File: src/rtl/cpu_bus_master_pkg.sv
// Shared definitions for the CPU configuration bus initiator: cell config
// payload, FSM state encoding and the latched request record.
package cpu_bus_master_pkg;

  localparam int unsigned CPU_ADDR_W = 12;
  localparam int unsigned CELL_FWD_W = 4;
  localparam int unsigned CELL_VPI_W = 8;

  // Forwarding/VPI table entry carried on the configuration bus data lines
  typedef struct packed {
    logic [CELL_FWD_W-1:0] fwd;
    logic [CELL_VPI_W-1:0] vpi;
  } CellCfgType;

  typedef enum logic [1:0] {
    IDLE    = 2'd0,
    SETUP   = 2'd1,
    STROBE  = 2'd2,
    RELEASE = 2'd3
  } CpuBusState;

  // Request captured at accept and held for the whole bus cycle
  typedef struct packed {
    logic                  write;
    logic [CPU_ADDR_W-1:0] addr;
    CellCfgType            wdata;
  } CpuBusReq;

  // Counter width able to hold n-1 (never narrower than one bit)
  function automatic int unsigned cnt_width(input int unsigned n);
    return (n > 1) ? $clog2(n) : 1;
  endfunction

endpackage

File: src/rtl/cpu_bus_watchdog.sv
// Loadable down-counter used as the acknowledge watchdog; expired_c is high
// once the count has run down to zero.
module cpu_bus_watchdog
  import cpu_bus_master_pkg::*;
#(
  parameter int unsigned LIMIT = 16
) (
  input  logic clk,
  input  logic rst_n,
  input  logic load,
  input  logic en,
  output logic expired_c
);

  localparam int unsigned CNT_W = cnt_width(LIMIT);

  logic [CNT_W-1:0] cnt;

  // Reload to LIMIT-1 so expiry lands on the LIMIT-th counted cycle
  always_ff @(posedge clk or negedge rst_n) begin
    if (!rst_n) begin
      cnt <= '0;
    end else if (load) begin
      cnt <= CNT_W'(LIMIT - 1);
    end else if (en && (cnt != '0)) begin
      cnt <= cnt - CNT_W'(1);
    end
  end

  assign expired_c = (cnt == '0);

endmodule

File: src/rtl/cpu_bus_master.sv
// Initiator for the 12-bit CPU configuration bus. Turns single local read /
// write requests into Intel or Motorola style sel/strobe cycles and waits on
// the peripheral's active-low rdy_Dtack.
// Optional feature macro: CPU_BUS_TIMEOUT_EN adds a per-phase acknowledge
// watchdog (cpu_bus_watchdog) and the rsp_timeout indication.
module cpu_bus_master
  import cpu_bus_master_pkg::*;
#(
  parameter int unsigned SETUP_CYCLES   = 1,
  parameter int unsigned TIMEOUT_CYCLES = 16
) (
  input  logic                  clk,
  input  logic                  rst_n,
  input  logic                  cfg_intel,
  input  logic                  req_valid,
  output logic                  req_ready,
  input  logic                  req_write,
  input  logic [CPU_ADDR_W-1:0] req_addr,
  input  CellCfgType            req_wdata,
  output logic                  rsp_valid,
  output CellCfgType            rsp_rdata,
  output logic                  rsp_timeout,
  output logic                  cpu_busmode,
  output logic [CPU_ADDR_W-1:0] cpu_addr,
  output logic                  cpu_sel,
  output CellCfgType            cpu_datain,
  output logic                  cpu_rd_DS,
  output logic                  cpu_wr_RW,
  input  CellCfgType            cpu_dataout,
  input  logic                  cpu_rdy_Dtack
);

  localparam int unsigned SETUP_W = cnt_width(SETUP_CYCLES);

  if ((SETUP_CYCLES < 1) || (TIMEOUT_CYCLES < 2)) begin : g_bad_params
    $error("cpu_bus_master: need SETUP_CYCLES >= 1 and TIMEOUT_CYCLES >= 2");
  end

  CpuBusState         state;
  CpuBusReq           req_q;
  logic [SETUP_W-1:0] setup_cnt;
  logic               ack_c;
  logic               strobe_to_c;
  logic               release_to_c;

  assign ack_c      = !cpu_rdy_Dtack;
  assign cpu_addr   = req_q.addr;
  assign cpu_datain = req_q.wdata;

`ifdef CPU_BUS_TIMEOUT_EN
  logic wd_load_c;
  logic wd_en_c;
  logic wd_expired_c;

  // Arm during SETUP for the strobe phase, re-arm on leaving STROBE for RELEASE
  assign wd_load_c = (state == SETUP) || ((state == STROBE) && (ack_c || wd_expired_c));
  assign wd_en_c   = (state == STROBE) || (state == RELEASE);

  cpu_bus_watchdog #(
    .LIMIT (TIMEOUT_CYCLES)
  ) u_watchdog (
    .clk       (clk),
    .rst_n     (rst_n),
    .load      (wd_load_c),
    .en        (wd_en_c),
    .expired_c (wd_expired_c)
  );

  // An acknowledge in the final watchdog cycle still wins over the timeout
  assign strobe_to_c  = (state == STROBE) && wd_expired_c;
  assign release_to_c = (state == RELEASE) && wd_expired_c;

  // Timeout flag travels with rsp_valid and is held until the next response
  always_ff @(posedge clk or negedge rst_n) begin
    if (!rst_n) begin
      rsp_timeout <= 1'b0;
    end else if ((state == STROBE) && (ack_c || wd_expired_c)) begin
      rsp_timeout <= !ack_c;
    end
  end
`else
  assign strobe_to_c  = 1'b0;
  assign release_to_c = 1'b0;
  assign rsp_timeout  = 1'b0;
`endif

  // Bus-cycle sequencer; every bus and response output is a flop here
  always_ff @(posedge clk or negedge rst_n) begin
    if (!rst_n) begin
      state       <= IDLE;
      req_q       <= '0;
      setup_cnt   <= '0;
      req_ready   <= 1'b1;
      rsp_valid   <= 1'b0;
      rsp_rdata   <= '0;
      cpu_busmode <= 1'b1;
      cpu_sel     <= 1'b1;
      cpu_rd_DS   <= 1'b1;
      cpu_wr_RW   <= 1'b1;
    end else begin
      rsp_valid <= 1'b0;
      case (state)
        IDLE: begin
          if (req_valid && req_ready) begin
            req_q       <= CpuBusReq'{write: req_write, addr: req_addr, wdata: req_wdata};
            cpu_busmode <= cfg_intel;
            cpu_sel     <= 1'b0;
            // Motorola direction is valid from SETUP onwards; Intel keeps it idle
            cpu_wr_RW   <= cfg_intel ? 1'b1 : !req_write;
            setup_cnt   <= SETUP_W'(SETUP_CYCLES - 1);
            req_ready   <= 1'b0;
            state       <= SETUP;
          end
        end
        SETUP: begin
          if (setup_cnt == '0) begin
            if (cpu_busmode && req_q.write) begin
              cpu_wr_RW <= 1'b0;
            end else begin
              cpu_rd_DS <= 1'b0;
            end
            state <= STROBE;
          end else begin
            setup_cnt <= setup_cnt - SETUP_W'(1);
          end
        end
        STROBE: begin
          if (ack_c || strobe_to_c) begin
            cpu_rd_DS <= 1'b1;
            cpu_wr_RW <= 1'b1;
            cpu_sel   <= 1'b1;
            rsp_valid <= 1'b1;
            rsp_rdata <= (ack_c && !req_q.write) ? cpu_dataout : '0;
            state     <= RELEASE;
          end
        end
        RELEASE: begin
          // Hold off the next accept until the peripheral drops its acknowledge
          if (cpu_rdy_Dtack || release_to_c) begin
            req_ready <= 1'b1;
            state     <= IDLE;
          end
        end
        default: begin
          state <= IDLE;
        end
      endcase
    end
  end

endmodule

File: config.mk
export PLATFORM = sky130hd
export DESIGN_NAME = cpu_bus_master
export DESIGN_NICKNAME = d
export VERILOG_FILES = /design/src/rtl/cpu_bus_master_pkg.sv /design/src/rtl/cpu_bus_watchdog.sv /design/src/rtl/cpu_bus_master.sv
export SDC_FILE = /design/constraint.sdc
export NUM_CORES = 1
export LEC_CHECK = 0
export ABC_AREA = 0
export BUFFER_PORTS_ARGS = -buffer_cell sky130_fd_sc_hd__buf_4
export CORE_MARGIN = 2
export CORE_UTILIZATION = 43
export CTS_CLUSTER_DIAMETER = 100
export DETAILED_ROUTE_END_ITERATION = 10
export PLACE_DENSITY_LB_ADDON = 0.12
export SETUP_SLACK_MARGIN = 0.1
export SLEW_MARGIN = 20
export SYNTH_ARGS = -nofsm -noshare
export SYNTH_HDL_FRONTEND = slang
export SYNTH_SLANG_ARGS = --single-unit
File: constraint.sdc
create_clock -name clk -period 1.5 [get_ports clk]
set_input_delay 0.15 -clock clk [delete_from_list [all_inputs] [get_ports clk]]
set_output_delay 0.15 -clock clk [all_outputs]
set_load 0.03 [all_outputs]
# --- Word level (Yosys, flattened, before mapping) ---
# Cells that the tools add are included.
word_totals:
  register_bits: 46
  inputBits: 42
  out_inout_bits: 43
  elab_cells: 68
classes:
  n_addsub: 1
  eq_ne: 9
  n_mux: 23
  bitwise_logic: 1
  n_reduce_logical: 20
ops:
  columns: ["operator", "n"]
  rows:
  - ["$mux 1", 12]
  - ["$mux 12", 1]
  - ["$ne 2x2->1 const B", 6]
  - ["$mux 2", 4]
  - ["$pmux 1 s2", 4]
  - ["$pmux 2 s4", 1]
  - ["$reduce_and 4->1", 2]
  - ["$reduce_bool 2->1", 4]
  - ["$reduce_and 2->1", 3]
  - ["$reduce_and 3->1", 2]
  - ["$reduce_and 5->1", 1]
  - ["$eq 2x2->1 const B", 2]
  - ["$logic_and 1x1->1", 3]
  - ["$logic_not 1->1", 3]
  - ["$pmux 1 s3", 1]
  - ["$reduce_bool 3->1", 1]
  - ["$eq 2x1->1 const B", 1]
  - ["$logic_not 2->1", 1]
  - ["$not 1->1", 1]
  - ["$sub 1x1->1 const B", 1]

# --- Logic depth before layout (Yosys ltp) ---
# Gate-level depths: netlist of the first run.
logic_depth:
  depth_word: 4
  depth_mapped: 6
  mapped_depth_nobuf: 5

# --- Worst setup path before layout of the first run ---
# No wires, ideal clock.
synth_path:
  kind: "register to register"
  start: "register state[0]"
  end: "register state[1]"
  setup_ps: 125
  arrival_ps: 1395
  t_required_ps: 1375
  path_slack_ps: -20
  path_stages_with_launch: 6
  n_path_buf: 0
  synth_period_minus_slack_ps: 1520
  cell_sequence: "dfrtp_1 -> inv_1 -> ha_1 -> a21bo_2 -> nand3_1 -> mux2_2"
synth_via:
  elab_chain_len: 3
  word_cells_on_any_way: 10
  classes_between: "eq/ne: 7; mux: 1; reduce/logical: 2"
synth_lines:
  columns: ["element", "line", "rtl"]
  rows:
  - ["start, declared", "cpu_bus_master.sv:39", "CpuBusState state;"]
  - ["start signal, assigned", "cpu_bus_master.sv:90", "state <= IDLE;"]
  - ["start signal, assigned", "cpu_bus_master.sv:112", "state <= SETUP;"]
  - ["start signal, assigned", "cpu_bus_master.sv:122", "state <= STROBE;"]
  - ["$eq 2x1->1 (tied with other cells)", "cpu_bus_master.sv:102", "case (state)"]
  - ["$ne 2x2->1 (no line)", null, null]
  - ["$reduce_and 4->1 (no line)", null, null]
# Several ways; a longest one is shown, not always the timed one.
# A chain may end at the register's enable or synchronous reset.

# --- Worst setup path after layout of the first run ---
layout_path:
  start: "register state[0]"
  end: "register cpu_wr_RW"
layout_via:
  elab_chain_len: 3
  word_cells_on_any_way: 10
  classes_between: "eq/ne: 6; mux: 1; reduce/logical: 3"
layout_lines:
  columns: ["element", "line", "rtl"]
  rows:
  - ["$eq 2x1->1 (tied with other cells)", "cpu_bus_master.sv:102", null]
  - ["$ne 2x2->1 (no line) / $reduce_bool 3->1 (equally long branches)", null, null]
  - ["$reduce_and 5->1 (no line)", null, null]
  - ["end signal, assigned", "cpu_bus_master.sv:109", "cpu_wr_RW <= cfg_intel ? 1'b1 : !req_write;"]
  - ["end, declared", "cpu_bus_master.sv:28", "output logic cpu_wr_RW,"]
# Several ways; a longest one is shown, not always the timed one.

==> results of run 1 <==
-- report_power, final --
part | total, mW | internal [mW] | switching, mW | leakage (nW)
Sequential | 1.21 | 1.21 | 0 | 0.609
Clock | 0.886 | 0.494 | 0.392 | 0.0552
Combinational | 0.126 | 0.0765 | 0.0497 | 0.928
-- through the flow --
step	hold slack [ps]	power (mW)	setup slack (ps)	util (%)	cells
finish	80.95	2.225	20.40	60.89	313
global route	65.66	2.320	-40.52	60.89	313
CTS	65.75	2.274	12.54	60.08	311
detailed placement	190.3	1.363	1.184	56.50	298
global placement	189.3	1.363	22.48	56.50	298
floorplan	-145.6	1.254	78.15	-	174
-- worst max-delay path, stage by stage (launching register included) --
cell and delay, ps:
dfrtp_1 400, inv_2 90, ha_4 190, o21ba_2 210, o211ai_1 170, mux2_2 350
-- routing by layer --
metal / GRT usage, % / vias up / routed length (um)
met1: 19.84 / 676 / 1817
met4: 5.357 / 0 / 49
met2: 23.21 / 55 / 1924
met5: 0 / - / 0
met3: 3.748 / 4 / 287
li1: - / 688 / -
-- cells in the mapped netlist --
library cell / number / area (sq um)
a211oi_1: 1 / 7.510
a21bo_2: 1 / 10.01
a21boi_0: 1 / 7.510
a21oi_1: 5 / 25.02
and3_1: 1 / 6.260
buf_2: 1 / 5.000
buf_4: 25 / 187.7
buf_6: 2 / 22.52
clkbuf_1: 2 / 7.510
conb_1: 1 / 3.750
dfrtp_1: 40 / 1001
dfstp_2: 5 / 131.4
ha_1: 4 / 50.05
inv_1: 5 / 18.77
mux2_2: 9 / 101.4
mux2_4: 19 / 285.3
nand2_1: 16 / 60.06
nand2b_1: 14 / 87.58
nand3_1: 1 / 5.000
nand3_4: 1 / 17.52
nor2_1: 3 / 11.26
nor2b_1: 1 / 6.260
o211ai_1: 1 / 7.510
o21ai_0: 13 / 65.06
o21ba_2: 1 / 10.01
o22a_1: 1 / 8.760
-- path summary, 6_finish.rpt --
path / to / slack, ps
min in group asynchronous: rsp_rdata[4]$_DFFE_PN0P_ / 390
worst max-delay path: cpu_wr_RW$_DFFE_PN1P_ / 20
max in group asynchronous: state[1]$_DFFE_PN0P_ / 710
worst min register to register: rsp_rdata[2]$_DFFE_PN0P_ / 480
worst max register to register: cpu_wr_RW$_DFFE_PN1P_ / 20
worst min-delay path: cpu_datain[1]$_DFFE_PN0P_ / 80
-- final cells by class --
class                   count  area, sq um
clock buffers               6        72.57
multi-input cells          94        837.1
clock inverters             2        35.03
fillers                   412         1872
inverters                   5        18.77
flip-flops and latches     45         1134
repair buffers             94        733.2
well taps                  67        83.83
-- cell families (layout without fill, tap and decap cells) --
logic type,count (synthesis),in the layout
DFF,45,45
other,1,1
adders and majority gates,4,4
buffers and inverters,35,107
AOI/OAI and AO/OA,24,24
and+or+nand+nor,37,37
muxes,28,28
-- flip-flops by register name, summed over array words and instances, names as in the netlist --
name and flops:
cpu_addr 12, cpu_busmode 1, cpu_datain 12, cpu_rd_DS 1, cpu_sel 1, cpu_wr_RW 1, req_q 1, req_ready 1
rsp_rdata 12, rsp_valid 1, state 2
-- what timing repair did --
item | 4_1_cts | 5_1_grt
endpoints found under the setup margin | 20 | 27
buffers inserted | 4 | 2
hold buffers | 1 | 0
hold endpoints to repair | 40 | 0
gates resized for setup | 5 | 7
pin swaps | 2 | 1
==> summary.txt, run 1 <==
Routing
  • Number of iterations in the first detailed-routing pass: 4
  • Via-per-instance ratio: 4.546
  • Antenna Nets Post-Route: 0
  • Per-cell routed wire length: about 13 um
  • Drt first-iter violations: 44
  • Post-route DRC: 0
  • DRT Wirelength: 4080 um
  • Via count: between 1000 and 1500

Layout
  • Most frequent standard cell in the layout excluding fill and tap cells: buf_4
  • NumNets Final: a little under 300
  • Inserted Diodes: 0
  • Area delta synth->final: 35.56%
  • Most frequent cells in the layout: buf_4, dfrtp_1, mux2_4
  • Share of cells above drive strength 1: 58.13%
  • Final design instance area without fill: 2914 sq um

Setup path
  • Type of origin of the critical path: register
  • Endpoint kind of the worst setup timing path: register
  • Start-to-end type of the worst setup path: reg -> reg
  • Arrival time worst endpoint: 1700 ps
  • RR Startpoint: state[0]$_DFFE_PN0P_
  • Biggest fanout along the worst timing path: 7
  • Critical path data required time: 1720 ps
  • Worst Setup SP: state[0]$_DFFE_PN0P_
  • Worst Reg-to-Reg Cells: 5

Floorplan
  • Std cell rows: 25
  • Die extent in y: between 70 and 80 um
  • Starting Density: 44.92%
  • Total I/O pin count: 85
  • Area of the die: ~5600 sq um
  • Core Footprint: about 4800 sq um
  • Die Width: 74.71 um

Outcome
  • Run status: complete, no violations

Global routing
  • Global-route wire length before repair: 6265 um
  • Tot GR Track Use: between 10% and 20%
  • Via count of the first global-routing pass: 1346
  • Grt total ovfl: 0
  • Pin count of the biggest net entering global routing: 46
  • Number of antenna violations at the first check in global routing: 0

CTS
  • Deepest clock path buffer count: 2
  • Deepest level of the CTS H-tree: 2
  • Clk sinks: 45
  • Clock Root Buffer: clkbuf_8
  • Clock transition at the register clock pins on the worst setup and hold paths after CTS: 80 ps
  • Latest clock arrival within the worst-skew pair: 290 ps
  • Clock buffer count from CTS: 5
  • TritonCTS clock tree: built

Place
  • Final weighted congestion in routability-driven placement: between 0.8 and 0.9
  • Total of buffers placed on input and output ports: 83
  • Final HPWL DP: 2803 um
  • Cell area reported after detailed placement: 2704 sq um

Synthesis
  • Post-synthesis xor/xnor area fraction: 0%
  • Combinational family with the most area after synthesis: multiplexers
  • FF+latch count, synth: 45
  • Synth Area in Adders: 2.328%
  • Simple logic cell fraction of the synthesized area: 9.022%
  • Net count of the mapped netlist: 220
  • Synthesized-area fraction occupied by ao, oa, aoi and oai cells: 6.577%
  • Multiplexer share of the synthesized area: 17.99%
  • Sequential-to-total area share from yosys stat: 52.68%
  • Count of warnings emitted by yosys: 0
  • Syn Area/Cell: between 10 and 15 sq um
  • Synthesized cell area: 2150 sq um
  • Count of distinct cell types in the synthesized netlist: 26
  • Number of cells produced by synthesis: 174

Power and ir drop
  • Power density cells: ~760 nW/um^2
  • Leakage power summed over all cells: 1.593 nW
  • IR drop worst, VDD: approximately 0.54 mV

Worst hold path
  • Worst min-delay path category: in -> reg
  • Hold wc startpoint: req_wdata[1]
  • Worst hold path cell count: 2

Timing
  • Max Fclk: a little under 700 MHz
  • Count of endpoints failing hold in the final timing report: 0
  • Pins over their slew limit: 0
  • RSZ-0062 raised after global routing: yes
  • Total of endpoints with negative setup slack in the final report: 0
  • Setup clock skew after layout: 3.022 ps
  • Period utilisation layout: 98.64%
  • Worst-case headroom to the max-slew limit: 62.95%
  • Fin crit period: 1480 ps
  • Worst-margin pin slew: 555.8 ps
  • Summed negative setup slack over all endpoints: 0 ps

Flow run
  • Number of violations of the max-capacitance limit: 0
Power figures use the tool's default switching activity.
==> run 2: changes to the inputs <==
--- a/config.mk
+++ b/config.mk
@@ -8,8 +8,9 @@
 export ABC_AREA = 0
 export BUFFER_PORTS_ARGS = -buffer_cell sky130_fd_sc_hd__buf_4
 export CORE_MARGIN = 2
-export CORE_UTILIZATION = 43
+export CORE_UTILIZATION = 48
 export CTS_CLUSTER_DIAMETER = 100
+export CTS_CLUSTER_SIZE = 20
 export DETAILED_ROUTE_END_ITERATION = 10
 export PLACE_DENSITY_LB_ADDON = 0.12
 export SETUP_SLACK_MARGIN = 0.1
==> constraint.sdc (replaced) <==
create_clock -name clk -period 1.7 [get_ports clk]
set_input_delay 0.17 -clock clk [delete_from_list [all_inputs] [get_ports clk]]
set_output_delay 0.17 -clock clk [all_outputs]
set_load 0.03 [all_outputs]
==> summary.txt, run 2 (synthesis results as in run 1) <==
Layout
  • NumNets Final: 286
  • Final std cells w/o fill: 293
  • Share of cells above drive strength 1: between 50% and 60%
  • Area delta synth->final: 30.03%
  • Most frequent cells in the layout: buf_4, dfrtp_1, mux2_4
  • Most frequent standard cell in the layout excluding fill and tap cells: buf_4
  • Inserted Diodes: 0

Floorplan
  • Starting Density: 49.71%
  • Area of the die: between 5000 and 6000 sq um
  • Total I/O pin count: 85
  • Core Footprint: 4324 sq um
  • Std cell rows: 24
  • Die Width: 70.92 um
  • Die extent in y: between 70 and 80 um

Power and ir drop
  • Internal power of the cells: 1.422 mW
  • Switching share of total power: a little over a fifth
  • Leakage power summed over all cells: 1.539 nW
  • Combinational power share: 6.2%
  • Total power of the final layout: 1.808 mW
  • IR drop worst, VDD: 0.3640 mV
  • NetSw: 0.3859 mW
  • Clk network pwr share: 34.7%
  • Relative contribution of sequential cells to total power: 59.2%
  • Power density cells: ~650 nW/um^2

Timing
  • Final-layout worst hold slack: 104.2 ps
  • Count of endpoints failing hold in the final timing report: 0
  • Max Fclk: 635.5 MHz
  • Pins over their slew limit: 0
  • Worst-case headroom to the max-slew limit: between 60 and 70%
  • Setup clock skew after layout: between 2 and 2.5 ps
  • Final setup slack of the worst path: 126.4 ps
  • Period utilisation layout: around 93%
  • Total of endpoints with negative setup slack in the final report: 0
  • Fin crit period: between 1500 and 2000 ps
  • Worst-margin pin slew: 565.8 ps
  • RSZ-0062 raised after global routing: no
  • Summed negative setup slack over all endpoints: 0 ps

CTS
  • TritonCTS clock tree: built
  • Clock transition at the register clock pins on the worst setup and hold paths after CTS: 80 ps
  • Latest clock arrival within the worst-skew pair: 290 ps
  • Clock Root Buffer: clkbuf_8
  • Clock buffer count from CTS: 5
  • Deepest clock path buffer count: 2
  • Deepest level of the CTS H-tree: 2
  • Clk sinks: 45

Worst hold path
  • Worst min-delay path category: in -> reg

Global routing
  • Pin count of the biggest net entering global routing: 46
  • Number of antenna violations at the first check in global routing: 0
  • Global-route wire length before repair: ~6900 um
  • Via count of the first global-routing pass: 1450
  • Grt total ovfl: 0
  • Tot GR Track Use: 17.35%

Setup path
  • Type of origin of the critical path: register
  • Start-to-end type of the worst setup path: reg -> reg
  • Number of buffer and inverter stages on the critical path: 1
  • Delay of the slowest critical-path stage: 420 ps
  • Slowest cell on the critical path: dfrtp_1
  • CP Cell Sequence: inv_2 -> ha_4 -> a21bo_2 -> nand3_1 -> mux2_2
  • Kind of cell with the highest combined delay on the critical path: flip-flops
  • Biggest fanout along the worst timing path: 6
  • Arrival time worst endpoint: approximately 1800 ps
  • Endpoint kind of the worst setup timing path: register
  • Critical path data required time: 1880 ps

Place
  • Instance count after placement with tap cells included: 283
  • Total of buffers placed on input and output ports: just over 80
  • Final HPWL DP: between 2000 and 3000 um
  • Final weighted congestion in routability-driven placement: 0.9335
  • Worst setup timing slack at the placement stage: 85.56 ps

Routing
  • Via-per-instance ratio: slightly below 5
  • Antenna Nets Post-Route: 0
  • DRT Wirelength: 4129 um
  • Via count: between 1000 and 1500
  • Per-cell routed wire length: between 10 and 15 um
  • Post-route DRC: 0
  • Drt first-iter violations: 53
  • Number of iterations in the first detailed-routing pass: 4

Outcome
  • Run status: complete, no violations

Flow run
  • Number of violations of the max-capacitance limit: 0
[run 2: changes by cell type in the layout (fill, tap and decap cells not counted), sizes merged]
cell,delta
buf,-5
bufinv,-1
clkinv,+1
[run 2: through the flow]
stage / area [sq um] / util, %
after global routing: 2795 / 64.64
after detailed placement: 2670 / 61.75
after global placement: 2670 / 61.75
final: 2795 / 64.64
after CTS: 2768 / 64.00
after floorplan: 2150 / -
[run 2: cell type report]
cell class | count | area [sq um]
Clock buffer | 6 | 72.57
Clock inverter | 2 | 10.01
Fill cell | 340 | 1529
Inverter | 5 | 18.77
Multi-Input combinational cell | 94 | 800.8
Sequential cell | 45 | 1132
Tap cell | 52 | 65.06
Timing Repair Buffer | 89 | 695.7
[run 2: routing by layer]
layer | track usage, % | wire, um | vias to the layer above
met1 | 22.87 | 1742 | 669
met3 | 4.986 | 237 | 10
met5 | 0 | 0 | -
li1 | - | - | 684
met2 | 28.45 | 2077 | 45
met4 | 4.403 | 72 | 0
[run 2: power groups by stage]
stage / logic [mW] / clock network [mW] / registers [mW]
after floorplan: 0.0155 / 0 / 1.09
after global placement: 0.109 / 0 / 1.09
after detailed placement: 0.113 / 0 / 1.09
after CTS: 0.115 / 0.660 / 1.07
after global routing: 0.124 / 0.694 / 1.07
final: 0.112 / 0.627 / 1.07
[run 2: worst paths after layout]
path	end	startpoint	slack [ps]	cells past startpoint
max in group asynchronous	cpu_addr[5]$_DFFE_PN0P_	rst_n	900	2
hold reg to reg	rsp_rdata[7]$_DFFE_PN0P_	rsp_rdata[7]$_DFFE_PN0P_	490	2
setup reg to reg	state[1]$_DFFE_PN0P_	state[0]$_DFFE_PN0P_	130	5
hold / removal	cpu_datain[1]$_DFFE_PN0P_	req_wdata[1]	100	2
min in group asynchronous	rsp_rdata[2]$_DFFE_PN0P_	rst_n	400	2
setup / recovery	state[1]$_DFFE_PN0P_	state[0]$_DFFE_PN0P_	130	5
[run 2: timing repair]
| item | CTS | global route |
|---|---|---|
| setup endpoints to repair | 2 | 20 |
| endpoints found under the hold margin | 40 | 0 |
| hold buffers | 1 | 0 |
| setup buffers | 0 | 1 |
| resized for setup | 2 | 3 |
[run 2: worst reg2reg max path: cells and delay by family (launching register included)]
family | cells | cell delay, ps
fa+ha+maj | 1 | 190
buf+inv | 1 | 130
compound gates | 1 | 250
simple gates | 1 | 120
mux | 1 | 340
flops | 1 | 420
==> run 3: changes to the inputs <==
--- a/config.mk
+++ b/config.mk
@@ -8,7 +8,8 @@
 export ABC_AREA = 0
 export BUFFER_PORTS_ARGS = -buffer_cell sky130_fd_sc_hd__buf_4
 export CORE_MARGIN = 2
-export CORE_UTILIZATION = 48
+export CORE_UTILIZATION = 50
+export CTS_BUF_LIST = sky130_fd_sc_hd__clkbuf_8
 export CTS_CLUSTER_DIAMETER = 100
 export CTS_CLUSTER_SIZE = 20
 export DETAILED_ROUTE_END_ITERATION = 10
==> summary.txt, run 3 (synthesis results as in run 1) <==
Routing
  • Drt first-iter violations: 102
  • Antenna Nets Post-Route: 0
  • Post-route DRC: 0
  • DRT Wirelength: 4404 um
  • Via count: 1421
  • Via-per-instance ratio: 4.900
  • Per-cell routed wire length: ~15 um
  • Number of iterations in the first detailed-routing pass: 4

Timing
  • Total of endpoints with negative setup slack in the final report: 0
  • Max Fclk: 647.4 MHz
  • Final setup slack of the worst path: 155.3 ps
  • Worst-margin pin slew: 558.2 ps
  • Count of endpoints failing hold in the final timing report: 0
  • Summed negative setup slack over all endpoints: 0 ps
  • RSZ-0062 raised after global routing: no
  • Final-layout worst hold slack: around 99 ps
  • Pins over their slew limit: 0
  • Worst-case headroom to the max-slew limit: 62.79%
  • Period utilisation layout: 90.86%
  • Setup clock skew after layout: 7.990 ps
  • Fin crit period: 1545 ps

Layout
  • Most frequent standard cell in the layout excluding fill and tap cells: buf_4
  • Post-Route Utilization: roughly 70%
  • Share of cells above drive strength 1: a little under three fifths
  • NumNets Final: 285
  • Inserted Diodes: 0
  • Most frequent cells in the layout: buf_4, dfrtp_1, mux2_4
  • Final std cells w/o fill: 290
  • Final design instance area without fill: between 2000 and 3000 sq um
  • Area delta synth->final: 30.73%

Power and ir drop
  • Switching share of total power: 20.02%
  • Leakage power summed over all cells: 1.540 nW
  • Relative contribution of sequential cells to total power: 53.0%
  • Total power of the final layout: 2.019 mW
  • Clk network pwr share: 41.5%
  • Combinational power share: 5.5%
  • Power density cells: 718.6 nW/um^2
  • NetSw: 0.4044 mW
  • IR drop worst, VDD: 0.4895 mV
  • Internal power of the cells: 1.615 mW

Setup path
  • Delay of the slowest critical-path stage: ~370 ps
  • Worst reg2reg setup slack: 160 ps
  • Type of origin of the critical path: register
  • Kind of cell with the highest combined delay on the critical path: flip-flops
  • Stages on worst setup path: 5
  • Critical path data required time: between 1500 and 2000 ps
  • Worst Reg-to-Reg Cells: 5
  • Endpoint of the lowest-slack register-to-register path: cpu_wr_RW$_DFFE_PN1P_
  • Slowest cell on the critical path: dfrtp_1
  • Number of buffer and inverter stages on the critical path: 1
  • Biggest fanout along the worst timing path: 3
  • Start-to-end type of the worst setup path: reg -> reg
  • Endpoint kind of the worst setup timing path: register
  • CP Cell Sequence: inv_1 -> ha_1 -> and3_1 -> o211ai_1 -> mux2_2
  • RR Startpoint: state[1]$_DFFE_PN0P_
  • Arrival time worst endpoint: 1770 ps

Floorplan
  • Die extent in y: 69.57 um
  • Total I/O pin count: 85
  • Starting Density: 52.98%
  • Core Footprint: about 4100 sq um
  • Std cell rows: 23
  • Area of the die: 4839 sq um
  • Die Width: between 60 and 70 um

CTS
  • Deepest level of the CTS H-tree: 2
  • TritonCTS clock tree: built
  • Clock transition at the register clock pins on the worst setup and hold paths after CTS: 90 ps
  • Clock Root Buffer: clkbuf_8
  • Latest clock arrival within the worst-skew pair: between 200 and 300 ps
  • Clk sinks: 45
  • Clock buffer count from CTS: 5
  • Deepest clock path buffer count: 2

Worst hold path
  • Worst min-delay path category: in -> reg
  • Hold wc startpoint: req_wdata[5]
  • Worst hold path cell count: 2
  • End point of the most critical hold path: cpu_datain[5]$_DFFE_PN0P_

Place
  • Total of buffers placed on input and output ports: 83
  • Final HPWL DP: between 3000 and 4000 um
  • Instance count after placement with tap cells included: around 280
  • Cell area reported after detailed placement: ~2600 sq um
  • Worst setup timing slack at the placement stage: 54.08 ps
  • Final weighted congestion in routability-driven placement: just under 0.9

Global routing
  • Grt total ovfl: 0
  • Pin count of the biggest net entering global routing: 46
  • Global-route wire length before repair: 7113 um
  • Via count of the first global-routing pass: 1469
  • Number of antenna violations at the first check in global routing: 0
  • Tot GR Track Use: a little under a fifth

Outcome
  • Run status: complete, no violations

Flow run
  • Number of violations of the max-capacitance limit: 0
[run 3: worst reg2reg max path, delay by kind of cell, from the launching register on]
kind | cells | cell delay, ps
and+or+nand+nor | 1 | 220
adders and majority gates | 1 | 230
DFF | 1 | 370
buffers and inverters | 1 | 100
muxes | 1 | 350
AOI/OAI and AO/OA | 1 | 210
[run 3: what timing repair did]
action	CTS	global route
pin swaps	0	1
setup endpoints to repair	2	2
gates resized for setup	1	4
buffers inserted	0	2
endpoints found under the hold margin	40	0
hold buffers	1	0
[run 3: how the worst max path moves through the flow]
stage | end | start
after floorplan | state[1]$_DFFE_PN0P_ | state[0]$_DFFE_PN0P_
after global placement | state[1]$_DFFE_PN0P_ | state[0]$_DFFE_PN0P_
after detailed placement | state[1]$_DFFE_PN0P_ | state[0]$_DFFE_PN0P_
after CTS | cpu_wr_RW$_DFFE_PN1P_ | state[0]$_DFFE_PN0P_
after global routing | cpu_wr_RW$_DFFE_PN1P_ | state[1]$_DFFE_PN0P_
final | cpu_wr_RW$_DFFE_PN1P_ | state[1]$_DFFE_PN0P_
[run 3: layer usage]
layer / track usage, % / up-vias / routed length [um]
li1: - / 680 / -
met5: 0 / - / 0
met1: 23.29 / 671 / 1826
met3: 4.360 / 9 / 249
met2: 30.66 / 61 / 2274
met4: 7.407 / 0 / 54
[run 3: area by class of cell]
cell class              count  area [sq um]
repair buffers             88         675.6
fillers                   294          1247
multi-input cells          94         800.8
clock inverters             2         37.54
clock buffers               6         82.58
inverters                   5         18.77
flip-flops and latches     45          1132
well taps                  50         62.56
[run 3: power groups by stage]
stage	Combinational [mW]	Clock, mW	Sequential [mW]
after floorplan	0.0155	0	1.09
after global placement	0.107	0	1.09
after detailed placement	0.112	0	1.09
after CTS	0.114	0.858	1.07
after global routing	0.124	0.925	1.07
final	0.112	0.838	1.07
